===== src/rtl/pc_unit_if.sv =====
// Next-PC operation/condition encodings and the D-stage <-> fetch-PC bus.
// The pc_unit drives the slave side; the D stage and CP0 drive the master side.
package pc_unit_pkg;
    localparam logic [2:0] NPC_OP_NORM = 3'd0;
    localparam logic [2:0] NPC_OP_B    = 3'd1;
    localparam logic [2:0] NPC_OP_J26  = 3'd2;
    localparam logic [2:0] NPC_OP_J32  = 3'd3;

    localparam logic [2:0] NPC_COND_UNCOND = 3'd0;
    localparam logic [2:0] NPC_COND_EQ     = 3'd1;
    localparam logic [2:0] NPC_COND_NE     = 3'd2;
    localparam logic [2:0] NPC_COND_LT     = 3'd3;
    localparam logic [2:0] NPC_COND_GT     = 3'd4;
    localparam logic [2:0] NPC_COND_LE     = 3'd5;
    localparam logic [2:0] NPC_COND_GE     = 3'd6;
endpackage

interface pc_unit_if;
    logic        stall;
    logic [2:0]  npc_op;
    logic [2:0]  npc_cond;
    logic        eq;
    logic        lt;
    logic [31:0] d_pc;
    logic [15:0] imm16;
    logic [25:0] imm26;
    logic [31:0] imm32;
    logic        enter_handler;
    logic        eret;
    logic [31:0] epc;
    logic [31:0] pc;
    logic        f_bd;
    logic        d_kill;
    logic        f_adel;

    modport master (
        output stall, npc_op, npc_cond, eq, lt, d_pc, imm16, imm26, imm32,
               enter_handler, eret, epc,
        input  pc, f_bd, d_kill, f_adel
    );

    modport slave (
        input  stall, npc_op, npc_cond, eq, lt, d_pc, imm16, imm26, imm32,
               enter_handler, eret, epc,
        output pc, f_bd, d_kill, f_adel
    );
endinterface


===== src/rtl/pc_unit.sv =====
// F-stage program counter: next-PC selection, delay-slot tracking and eret squash.
// Optional fetch address-error detection is enabled by defining PC_ADEL_EN.
module pc_unit #(
    parameter logic [31:0] RESET_PC   = 32'h0000_3000,
    parameter logic [31:0] HANDLER_PC = 32'h0000_4180,
    parameter logic [31:0] IM_BASE    = 32'h0000_3000,
    parameter logic [31:0] IM_SIZE    = 32'h0000_4000
) (
    input  logic      clk,
    input  logic      reset,
    pc_unit_if.slave  pc_if
);
    import pc_unit_pkg::*;

    typedef enum logic {
        S_RUN,
        S_KILL
    } state_e;

    state_e      state_q, state_d;
    logic [31:0] pc_q, pc_d;
    logic        f_bd_q, f_bd_d;

    logic [31:0] seq_target;
    logic [31:0] b_target;
    logic [31:0] j26_target;
    logic [31:0] redirect_target;
    logic        taken;

    assign seq_target = pc_q + 32'd4;
    assign b_target   = pc_if.d_pc + 32'd4 + {{14{pc_if.imm16[15]}}, pc_if.imm16, 2'b00};
    assign j26_target = {pc_if.d_pc[31:28], pc_if.imm26, 2'b00};

    // Undefined condition encodings fall into the ge arm.
    always_comb begin
        case (pc_if.npc_cond)
            NPC_COND_UNCOND: taken = 1'b1;
            NPC_COND_EQ:     taken = pc_if.eq;
            NPC_COND_NE:     taken = !pc_if.eq;
            NPC_COND_LT:     taken = pc_if.lt;
            NPC_COND_GT:     taken = !pc_if.eq && !pc_if.lt;
            NPC_COND_LE:     taken = pc_if.lt || pc_if.eq;
            default:         taken = !pc_if.lt;
        endcase
    end

    // Unknown op encodings still mark a delay slot but have no target of their own.
    always_comb begin
        case (pc_if.npc_op)
            NPC_OP_B:   redirect_target = taken ? b_target     : seq_target;
            NPC_OP_J26: redirect_target = taken ? j26_target   : seq_target;
            NPC_OP_J32: redirect_target = taken ? pc_if.imm32  : seq_target;
            default:    redirect_target = seq_target;
        endcase
    end

    always_comb begin
        // NOTE: every variable gets a default first so no path leaves it unassigned (no latch).
        pc_d    = pc_q;
        f_bd_d  = f_bd_q;
        state_d = state_q;

        if (pc_if.enter_handler) begin
            pc_d    = HANDLER_PC;
            f_bd_d  = 1'b0;
            state_d = S_RUN;
        end else if (pc_if.stall) begin
            pc_d    = pc_q;
        end else if (state_q == S_KILL) begin
            // The instruction now in D is the squashed one; its controls are ignored.
            pc_d    = seq_target;
            f_bd_d  = 1'b0;
            state_d = S_RUN;
        end else if (pc_if.eret) begin
            pc_d    = pc_if.epc;
            f_bd_d  = 1'b0;
            state_d = S_KILL;
        end else if (pc_if.npc_op != NPC_OP_NORM) begin
            pc_d    = redirect_target;
            f_bd_d  = 1'b1;
        end else begin
            pc_d    = seq_target;
            f_bd_d  = 1'b0;
        end
    end

    // NOTE: sequential state uses non-blocking assignments so all registers update together.
    always_ff @(posedge clk) begin
        if (reset) begin
            pc_q    <= RESET_PC;
            f_bd_q  <= 1'b0;
            state_q <= S_RUN;
        end else begin
            pc_q    <= pc_d;
            f_bd_q  <= f_bd_d;
            state_q <= state_d;
        end
    end

    assign pc_if.pc     = pc_q;
    assign pc_if.f_bd   = f_bd_q;
    assign pc_if.d_kill = (state_q == S_KILL);

`ifdef PC_ADEL_EN
    // Window end is computed in 33 bits so a window touching 2^32 does not wrap.
    logic [32:0] im_end;
    assign im_end       = {1'b0, IM_BASE} + {1'b0, IM_SIZE};
    assign pc_if.f_adel = (pc_q[1:0] != 2'b00) || (pc_q < IM_BASE) || ({1'b0, pc_q} >= im_end);
`else
    logic unused_cfg;
    assign unused_cfg   = ^{IM_BASE, IM_SIZE};
    assign pc_if.f_adel = 1'b0;
`endif

endmodule


===== src/flat_wrapper.sv =====
// flat-port wrapper written by rule: the top's interface ports become plain ports
module pc_unit_flat import pc_unit_pkg::*;
#(
    parameter logic [31:0] RESET_PC   = 32'h0000_3000,
    parameter logic [31:0] HANDLER_PC = 32'h0000_4180,
    parameter logic [31:0] IM_BASE    = 32'h0000_3000,
    parameter logic [31:0] IM_SIZE    = 32'h0000_4000
)
  (clk, reset, pc_if_stall, pc_if_npc_op, pc_if_npc_cond, pc_if_eq, pc_if_lt, pc_if_d_pc, pc_if_imm16, pc_if_imm26, pc_if_imm32, pc_if_enter_handler, pc_if_eret, pc_if_epc, pc_if_pc, pc_if_f_bd, pc_if_d_kill, pc_if_f_adel);
  pc_unit_if pc_if_i ();
  input  logic clk;
  input  logic reset;
  input wire logic [$bits(pc_if_i.stall)-1:0] pc_if_stall;
  input wire logic [$bits(pc_if_i.npc_op)-1:0] pc_if_npc_op;
  input wire logic [$bits(pc_if_i.npc_cond)-1:0] pc_if_npc_cond;
  input wire logic [$bits(pc_if_i.eq)-1:0] pc_if_eq;
  input wire logic [$bits(pc_if_i.lt)-1:0] pc_if_lt;
  input wire logic [$bits(pc_if_i.d_pc)-1:0] pc_if_d_pc;
  input wire logic [$bits(pc_if_i.imm16)-1:0] pc_if_imm16;
  input wire logic [$bits(pc_if_i.imm26)-1:0] pc_if_imm26;
  input wire logic [$bits(pc_if_i.imm32)-1:0] pc_if_imm32;
  input wire logic [$bits(pc_if_i.enter_handler)-1:0] pc_if_enter_handler;
  input wire logic [$bits(pc_if_i.eret)-1:0] pc_if_eret;
  input wire logic [$bits(pc_if_i.epc)-1:0] pc_if_epc;
  output wire logic [$bits(pc_if_i.pc)-1:0] pc_if_pc;
  output wire logic [$bits(pc_if_i.f_bd)-1:0] pc_if_f_bd;
  output wire logic [$bits(pc_if_i.d_kill)-1:0] pc_if_d_kill;
  output wire logic [$bits(pc_if_i.f_adel)-1:0] pc_if_f_adel;
  assign pc_if_i.stall = pc_if_stall;
  assign pc_if_i.npc_op = pc_if_npc_op;
  assign pc_if_i.npc_cond = pc_if_npc_cond;
  assign pc_if_i.eq = pc_if_eq;
  assign pc_if_i.lt = pc_if_lt;
  assign pc_if_i.d_pc = pc_if_d_pc;
  assign pc_if_i.imm16 = pc_if_imm16;
  assign pc_if_i.imm26 = pc_if_imm26;
  assign pc_if_i.imm32 = pc_if_imm32;
  assign pc_if_i.enter_handler = pc_if_enter_handler;
  assign pc_if_i.eret = pc_if_eret;
  assign pc_if_i.epc = pc_if_epc;
  assign pc_if_pc = pc_if_i.pc;
  assign pc_if_f_bd = pc_if_i.f_bd;
  assign pc_if_d_kill = pc_if_i.d_kill;
  assign pc_if_f_adel = pc_if_i.f_adel;
  pc_unit #(.RESET_PC(RESET_PC), .HANDLER_PC(HANDLER_PC), .IM_BASE(IM_BASE), .IM_SIZE(IM_SIZE)) u_core (.clk(clk), .reset(reset), .pc_if(pc_if_i));
endmodule

===== config.mk =====
export PLATFORM = sky130hd
export DESIGN_NAME = pc_unit_flat
export DESIGN_NICKNAME = d
export VERILOG_FILES = /design/src/rtl/pc_unit_if.sv /design/src/rtl/pc_unit.sv /design/src/flat_wrapper.sv
export SDC_FILE = /design/constraint.sdc
export NUM_CORES = 1
export LEC_CHECK = 0
export BUFFER_PORTS_ARGS = -buffer_cell sky130_fd_sc_hd__buf_2
export CORE_ASPECT_RATIO = 0.7
export CORE_UTILIZATION = 31
export CTS_BUF_LIST = sky130_fd_sc_hd__clkbuf_4 sky130_fd_sc_hd__clkbuf_8 sky130_fd_sc_hd__clkbuf_16
export DETAILED_ROUTE_END_ITERATION = 16
export PLACE_DENSITY = 0.5
export SLEW_MARGIN = 20
export SYNTH_ARGS = -nofsm -noshare
export SYNTH_HDL_FRONTEND = slang
export SYNTH_SLANG_ARGS = --single-unit

===== constraint.sdc =====
create_clock -name clk -period 5.8 [get_ports clk]
set_input_delay 0.87 -clock clk [delete_from_list [all_inputs] [get_ports clk]]
set_output_delay 0.87 -clock clk [all_outputs]
set_load 0.1 [all_outputs]

* After elaboration in Yosys (flattened, before gate mapping) *
Cells that the tools add are included.

storage, ports and cells
  bits of input ports = 151
  bits in registers = 34
  word-level logic and storage cells = 38

cells by class
  eq/ne operators = 9
  $add $sub $neg = 3
  mux-type cells = 15
  reduce and logical (&&, ||, !) cells = 7

operators with widths
  cell                                                   number
  2-to-1 mux 32 bit                                      6
  case mux 32 bit (3 select lines)                       1
  adder 32 x 3 -> 32 bit, second input constant          2
  adder 32 bit                                           1
  2-to-1 mux 15 bit                                      2
  == test 3 x 2 -> 1 bit, second input constant          4
  == test 3 x 1 -> 1 bit, second input constant          2
  == test 3 bit, second input constant                   2
  case mux 1 bit (6 select lines)                        1
  2-to-1 mux 1 bit                                       5
  zero test 3 bit                                        1
  nonzero test 3 bit                                     1
  zero test 1 bit                                        2
  inequality test 2 x 1 -> 1 bit, second input constant  1
  OR reduction 2 bit                                     1
  logical AND 1 bit                                      1
  logical OR 1 bit                                       1

* Longest topological paths before layout *
Gate-level depths: netlist (run 1).

  word-level depth = 10
  mapped depth = 14
  mapped depth without buffers = 14

* Least setup slack after synthesis (run 1) *
OpenSTA, ideal clock, no wires.

  kind = input to register
  from = input pc_if_imm16[2]
  to = register u_core.pc_q[30] (netlist: u_core.pc_if.pc[30])
  cell stages on the path = 10
  buffers on the path = 0
  slack = 2.246 ns
  arrival time = 3.453 ns
  cells stage by stage = ha_1 -> ha_1 -> a211o_1 -> a2111oi_4 -> a2bb2oi_1 -> o21ai_1 -> o41ai_2 -> o21ai_0 -> xnor2_1 -> o41ai_1

on the way
  cells in the longest elaborated chain, start to end = 6

RTL lines
  item                              RTL line            text
  start, declared                   flat_wrapper.sv:19  input wire logic [$bits(pc_if_i.imm16)-1:0] pc_if_imm16;
  adder 32 bit                      pc_unit.sv:31       assign b_target = pc_if.d_pc + 32'd4 + {{14{pc_if.imm16[15]}}, pc_if.imm16, 2'b00};
  2-to-1 mux 32 bit                 pc_unit.sv:50       NPC_OP_B: redirect_target = taken ? b_target : seq_target;
  case mux 32 bit (3 select lines)  pc_unit.sv:49       case (pc_if.npc_op)
  2-to-1 mux 32 bit                 pc_unit.sv:78       end else if (pc_if.npc_op != NPC_OP_NORM) begin
  2-to-1 mux 32 bit                 pc_unit.sv:74       end else if (pc_if.eret) begin
  2-to-1 mux 32 bit                 pc_unit.sv:69       end else if (state_q == S_KILL) begin
  end signal, assigned              pc_unit.sv:94       pc_q <= pc_d;
  end, declared                     pc_unit.sv:21       logic [31:0] pc_q, pc_d;

Every way passes these cells.
A chain may end at the register's enable or synchronous reset.

* Final worst setup path (run 1) *
Ends and elaborated chain as after synthesis.

==> impl_metrics.tcl, run 1 <==
set metrics [dict create \
    status "finished clean" \
    post_drt_via_cell_ratio 5.76 \
    rsz0062_at_grt "no" \
    totalPowerFinal_w 0.00116 \
    firstDrtPassIters 5 \
    grt-ovfl-total 0 \
    dp_cell_count 1112 \
    worstSetupStartpointType "primary input" \
    cts.hold.buffers_added 0 \
    fin_crit_sh_pct 67.1 \
    area_delta_synth_final_pct 22.2 \
    start_util_pct 32.3 \
    die_width_um 159 \
    synth-seq-area-share_pct 12.7 \
    finalNonFillerCells 1120 \
    synth_cells 738 \
    yosysTopAreaCellShare_pct 13.5 \
    finalSetupViolCount 0 \
    clock_skew_ps 3.52 \
    synth_area_leaders "ha_1 14%, dfxtp_1 13%, a21oi_1 6.3%" \
    ctsLongestPathBuffers 2 \
    post_synth_instance_area_um2 5370 \
    whs_path_depth 2 \
    ys.warnings.count 0 \
    library_cell_used_as_clock_root_buffer "clkbuf_16" \
    seq_area_um2 681 \
    fmaxAchievable_mhz 257 \
    avgSynthCellArea_um2 7.27 \
    detailroute.via_count 6454 \
    layout_min_cycle_time_ps 3890 \
    first_iter_violations 626 \
    multiInputGateArea_um2 4390 \
    post_cts_setup_repair_bufs 0 \
    antenna_found_initial 0 \
    timing.setup.critical_path_class "in -> reg" \
    cp.arrival_ps 4080 \
    path_max_fanout 4 \
    post-synth-top-count-cell "a21oi_1" \
    ir_drop_v 0.0000834 \
    grt.total_usage_pct 24.3 \
    synth_top_cells_by_count "68 x a21oi_1, 64 x nor2_1, 63 x nand2_1" \
    die-height_um 112 \
    final_nets 1104 \
    fp-row-count 39 \
    timing.critical_path.required_ps 5990 \
    worst_max_slew_margin_expressed_relative_to_the_limit_pct 32.8 \
    r2r-start "u_core.pc_if.pc[2]" \
    place.gp.congestion 0.875 \
    register_bit_count_reported_by_yosys 34 \
    clkLatencyLatePin_ps 290 \
    postSynth.topFlopCell "dfxtp_1" \
    layout-drive-gt1-share_pct 25.5 \
    setup.worst_path.end_class "flip-flop" \
    hp-start "u_core.pc_if.f_bd" \
    design.core.area_um2 16600 \
    timing_worst_slew_pin_value_ps 1010 \
    setup_tns_ps 0 \
    clkSinkCount 34 \
    timing_max_transition_violations_final 0 \
    io-pin-count 186 \
    p_leak_nw 2.90 \
    fp.dieArea_um2 17900 \
    insertedDiodeCount 0 \
    cts-buffers-inserted 5 \
    worst-r2r-cell-count 9 \
    max_capacitance_violation_total 0 \
    synthesis.nets 948 \
    synth_largest_area_cell "ha_1" \
    io_buffers 184 \
    grt_start_max_net_pins 44 \
    number_of_enable_type_register_cells_in_the_synthesized_netlist 0 \
    grt_pass1_vias 5983 \
    remaining_drc_errors 0 \
    synthDistinctLibCells 76 \
    startpoint "pc_if_imm16[2]" \
    cts_htree_levels 2 \
    hpwlAfterDp_mm 17.7 \
    postLayoutCoreUtil_pct 39.4 \
    pwr_density_cell_nw_per_um2 178 \
    post_cts_resize_count 0 \
    hold_ws_ps 476 \
    clk_transition_reported_paths_ps 60 \
    final_hold_viol_count 0 \
    wl_per_cell_um 19.7 \
    n_fill_cell 1834 \
    wire_length_of_the_first_global_routing_pass_mm 34.1 \
    drt.antenna.violating_nets 0 \
    route.final.wire_length_mm 22.1 \
    synthArstFlopShare_pct 0 \
    clock_tree_from_tritoncts "done" \
    hold_path.class "reg -> reg" \
]
[stage by stage]
step	area (um^2)	setup WS [ps]
global placement	6410	1780
floorplan	5370	2250
global route	6560	1730
detailed placement	6410	1670
finish	6560	1910
CTS	6560	1960
[cell type report]
cell class              count  area share [%]
clock buffers               7            2.23
clock inverters             1          0.0763
inverters                  22            1.26
multi-input cells         640            66.9
flip-flops and latches     34            10.4
well taps                 225            4.29
repair buffers            191            14.8
[critical path: stages]
cell and delay [ps]:
buf_2 100, ha_1 310, ha_1 310, a211o_1 350, a2111oi_4 390, a2bb2oi_1 470
o21ai_1 250, o41ai_2 440, o21ai_0 190, xnor2_1 150, o41ai_1 230
[layer usage]
layer	routed length (um)	up-vias	part of all wire [%]	GRT usage [%]
met5	0	-	0	0
met4	111	0	0.50	2.76
met3	1650	10	7.4	3.95
met2	9220	296	42	36.3
met1	11100	3007	50	37.1
li1	-	3141	-	-
[cells by family after synthesis]
| kind of cell | synth area share [%] |
|---|---|
| mux | 2.35 |
| buf+inv | 5.57 |
| xor+xnor | 6.69 |
| fa+ha+maj | 13.9 |
| flops | 12.7 |
| compound gates | 35.5 |
| simple gates | 23.2 |
| other cells | 0.0699 |
[sequential cells by signal, summed over array words and instances (netlist names), named ones only]
| signal | cells |
|---|---|
| u_core.pc_if.pc | 30 |
| u_core.pc_if.d_kill | 1 |
| u_core.pc_if.f_bd | 1 |
[final timing paths]
| check | to | slack, ps |
|---|---|---|
| hold reg to reg | u_core.pc_if.f_bd | 480 |
| setup reg to reg | u_core.pc_if.pc[18] | 2800 |
| hold / removal | u_core.pc_if.f_bd | 480 |
| setup / recovery | u_core.pc_if.pc[30] | 1910 |
[cell usage in the layout, fill, tap and decap left out, types with 16 or more instances in the layout]
master,instances
xor2_1,16
xnor2_1,25
nor3_1,23
ha_1,58
o21ai_0,54
a21o_1,16
nand2_1,63
dfxtp_1,34
a21oi_1,68
buf_2,184
inv_1,22
nor2_1,64
nand3_1,26
[report_power, final]
group	leakage [nW]	internal, W	total (W)	switching (W)
Combinational	2.54	0.000217	0.000605	0.000388
Clock	0.0773	0.000175	0.000293	0.000117
Sequential	0.279	0.000246	0.000266	0.0000207
No activity file was read; power rests on OpenSTA's default activity.
==> run 2: changes to the inputs <==
==> constraint.sdc (replaced) <==
create_clock -name clk -period 3.8 [get_ports clk]
set_input_delay 0.57 -clock clk [delete_from_list [all_inputs] [get_ports clk]]
set_output_delay 0.57 -clock clk [all_outputs]
set_load 0.1 [all_outputs]
==> impl_metrics.tcl, run 2 (synthesis gave the netlist of run 1 again) <==
set metrics [dict create \
    remaining_drc_errors 0 \
    seq_area_um2 681 \
    r2r_setup_slack_ps 830 \
    layout_common_cells "184 x buf_2, 68 x a21oi_1, 64 x nor2_1, 63 x nand2_1, 58 x ha_1" \
    grt_pass1_vias 5996 \
    post_cts_setup_repair_bufs 0 \
    setup.worst_path.end_class "flip-flop" \
    wl_per_cell_um 19.8 \
    p_leak_nw 2.99 \
    worstReg2RegEnd "u_core.pc_if.pc[18]" \
    wire_length_of_the_first_global_routing_pass_mm 34.5 \
    clkLatencyLatePin_ps 290 \
    multiInputGateArea_um2 4390 \
    insertedDiodeCount 0 \
    fmaxAchievable_mhz 298 \
    timing_max_transition_violations_final 0 \
    post_cts_resize_count 0 \
    layout_min_cycle_time_ps 3350 \
    largest_reg_flops 30 \
    firstDrtPassIters 5 \
    hp-start "u_core.pc_if.f_bd" \
    ir_drop_v 0.000153 \
    io_buffers 184 \
    hold-path-endpoint "u_core.pc_if.f_bd" \
    finalNonFillerCells 1138 \
    dp_cell_count 1130 \
    r2r-start "u_core.pc_if.pc[2]" \
    status "finished clean" \
    whs_path_depth 2 \
    drt.antenna.violating_nets 0 \
    hold_path.class "reg -> reg" \
    rsz0062_at_grt "no" \
    timing_worst_slew_pin_value_ps 973 \
    layout-drive-gt1-share_pct 26.9 \
    grt-ovfl-total 0 \
    timing.setup.critical_path_class "in -> reg" \
    cts_htree_levels 2 \
    cp.arrival_ps 3540 \
    first_iter_violations 670 \
    finalSetupViolCount 0 \
    antenna_found_initial 0 \
    setup_tns_ps 0 \
    detailroute.via_count 6508 \
    grt_start_max_net_pins 24 \
    ctsLongestPathBuffers 2 \
    fin_crit_sh_pct 88.2 \
    place.gp.congestion 0.869 \
    worst-r2r-cell-count 9 \
    final_hold_viol_count 0 \
    fp.dieArea_um2 17900 \
    grt.total_usage_pct 24.7 \
    mostFrequentLayoutCell "buf_2" \
    design.core.area_um2 16600 \
    hpwlAfterDp_mm 18.1 \
    max_capacitance_violation_total 0 \
    cts.hold.buffers_added 0 \
    timing.critical_path.required_ps 3990 \
    start_util_pct 32.3 \
    die-height_um 112 \
    io-pin-count 186 \
    fp-row-count 39 \
    pwr_density_cell_nw_per_um2 273 \
    library_cell_used_as_clock_root_buffer "clkbuf_16" \
    n_fill_cell 1772 \
    area_delta_synth_final_pct 25.0 \
    post_drt_via_cell_ratio 5.72 \
    clock_tree_from_tritoncts "done" \
    die_width_um 159 \
    cts-buffers-inserted 5 \
    clkSinkCount 34 \
    clk_transition_reported_paths_ps 60 \
    clock_skew_ps 4.74 \
    worstSetupStartpointType "primary input" \
    path_max_fanout 2 \
    final_nets 1122 \
    route.final.wire_length_mm 22.5 \
    worst_max_slew_margin_expressed_relative_to_the_limit_pct 35.0 \
]
==> run 2: cell count changes in the layout (fill, tap and decap cells not counted) <==
cell	change
buf_4	+18
clkbuf_8	+2
clkbuf_4	-1
clkinv_2	-1
==> run 2: how the worst max path moves through the flow <==
stage	from	endpoint	slack [ps]	cells past startpoint
after global placement	pc_if_imm16[2]	u_core.pc_if.pc[30]	290	11
final	pc_if_imm16[2]	u_core.pc_if.pc[30]	450	11
after floorplan	u_core.pc_if.pc[2]	u_core.pc_if.pc[18]	520	10
after global routing	pc_if_imm16[1]	u_core.pc_if.pc[25]	320	13
after detailed placement	pc_if_imm16[2]	u_core.pc_if.pc[16]	190	12
after CTS	pc_if_imm16[2]	u_core.pc_if.pc[16]	500	12
==> run 2: layout make-up <==
| class | count | share of cell area (%) |
|---|---|---|
| inverters | 22 | 1.23 |
| multi-input cells | 640 | 65.4 |
| flip-flops and latches | 34 | 10.1 |
| clock buffers | 8 | 2.48 |
| well taps | 225 | 4.20 |
| repair buffers | 209 | 16.5 |
==> run 2: power breakdown <==
group	switching (W)	internal (W)	total (W)
Sequential	0.0000319	0.000375	0.000407
Combinational	0.000599	0.000350	0.000949
Clock	0.000176	0.000298	0.000474
==> run 2: routing by layer <==
layer | wire length (um) | share of wire [%] | track usage, % | up-vias
met1 | 11200 | 50 | 37.9 | 3023
met2 | 9420 | 42 | 37.2 | 308
li1 | - | - | - | 3171
met4 | 68 | 0.30 | 1.86 | 0
met3 | 1880 | 8.4 | 3.84 | 6
met5 | 0 | 0 | 0 | -
==> run 2: critical path, stage by stage <==
cell	delay [ps]
buf_2	100
ha_1	320
ha_1	320
a211o_1	350
a2111oi_4	360
a2bb2oi_1	380
o21ai_1	170
o41ai_2	400
o21ai_0	180
xnor2_1	160
o41ai_1	220
==> run 2: per-stage QoR <==
step | util [%] | cell area [um^2] | hold WS, ps | total power (W) | worst slack, ps
final | 40.3 | 6710 | 467 | 0.00183 | 450
after global routing | 40.3 | 6710 | 489 | 0.00193 | 318
after CTS | 40.3 | 6710 | 466 | 0.00182 | 504
after detailed placement | 39.3 | 6540 | 457 | 0.00135 | 192
after global placement | 39.3 | 6540 | 451 | 0.00136 | 286
after floorplan | - | 5370 | 739 | 0.00106 | 523
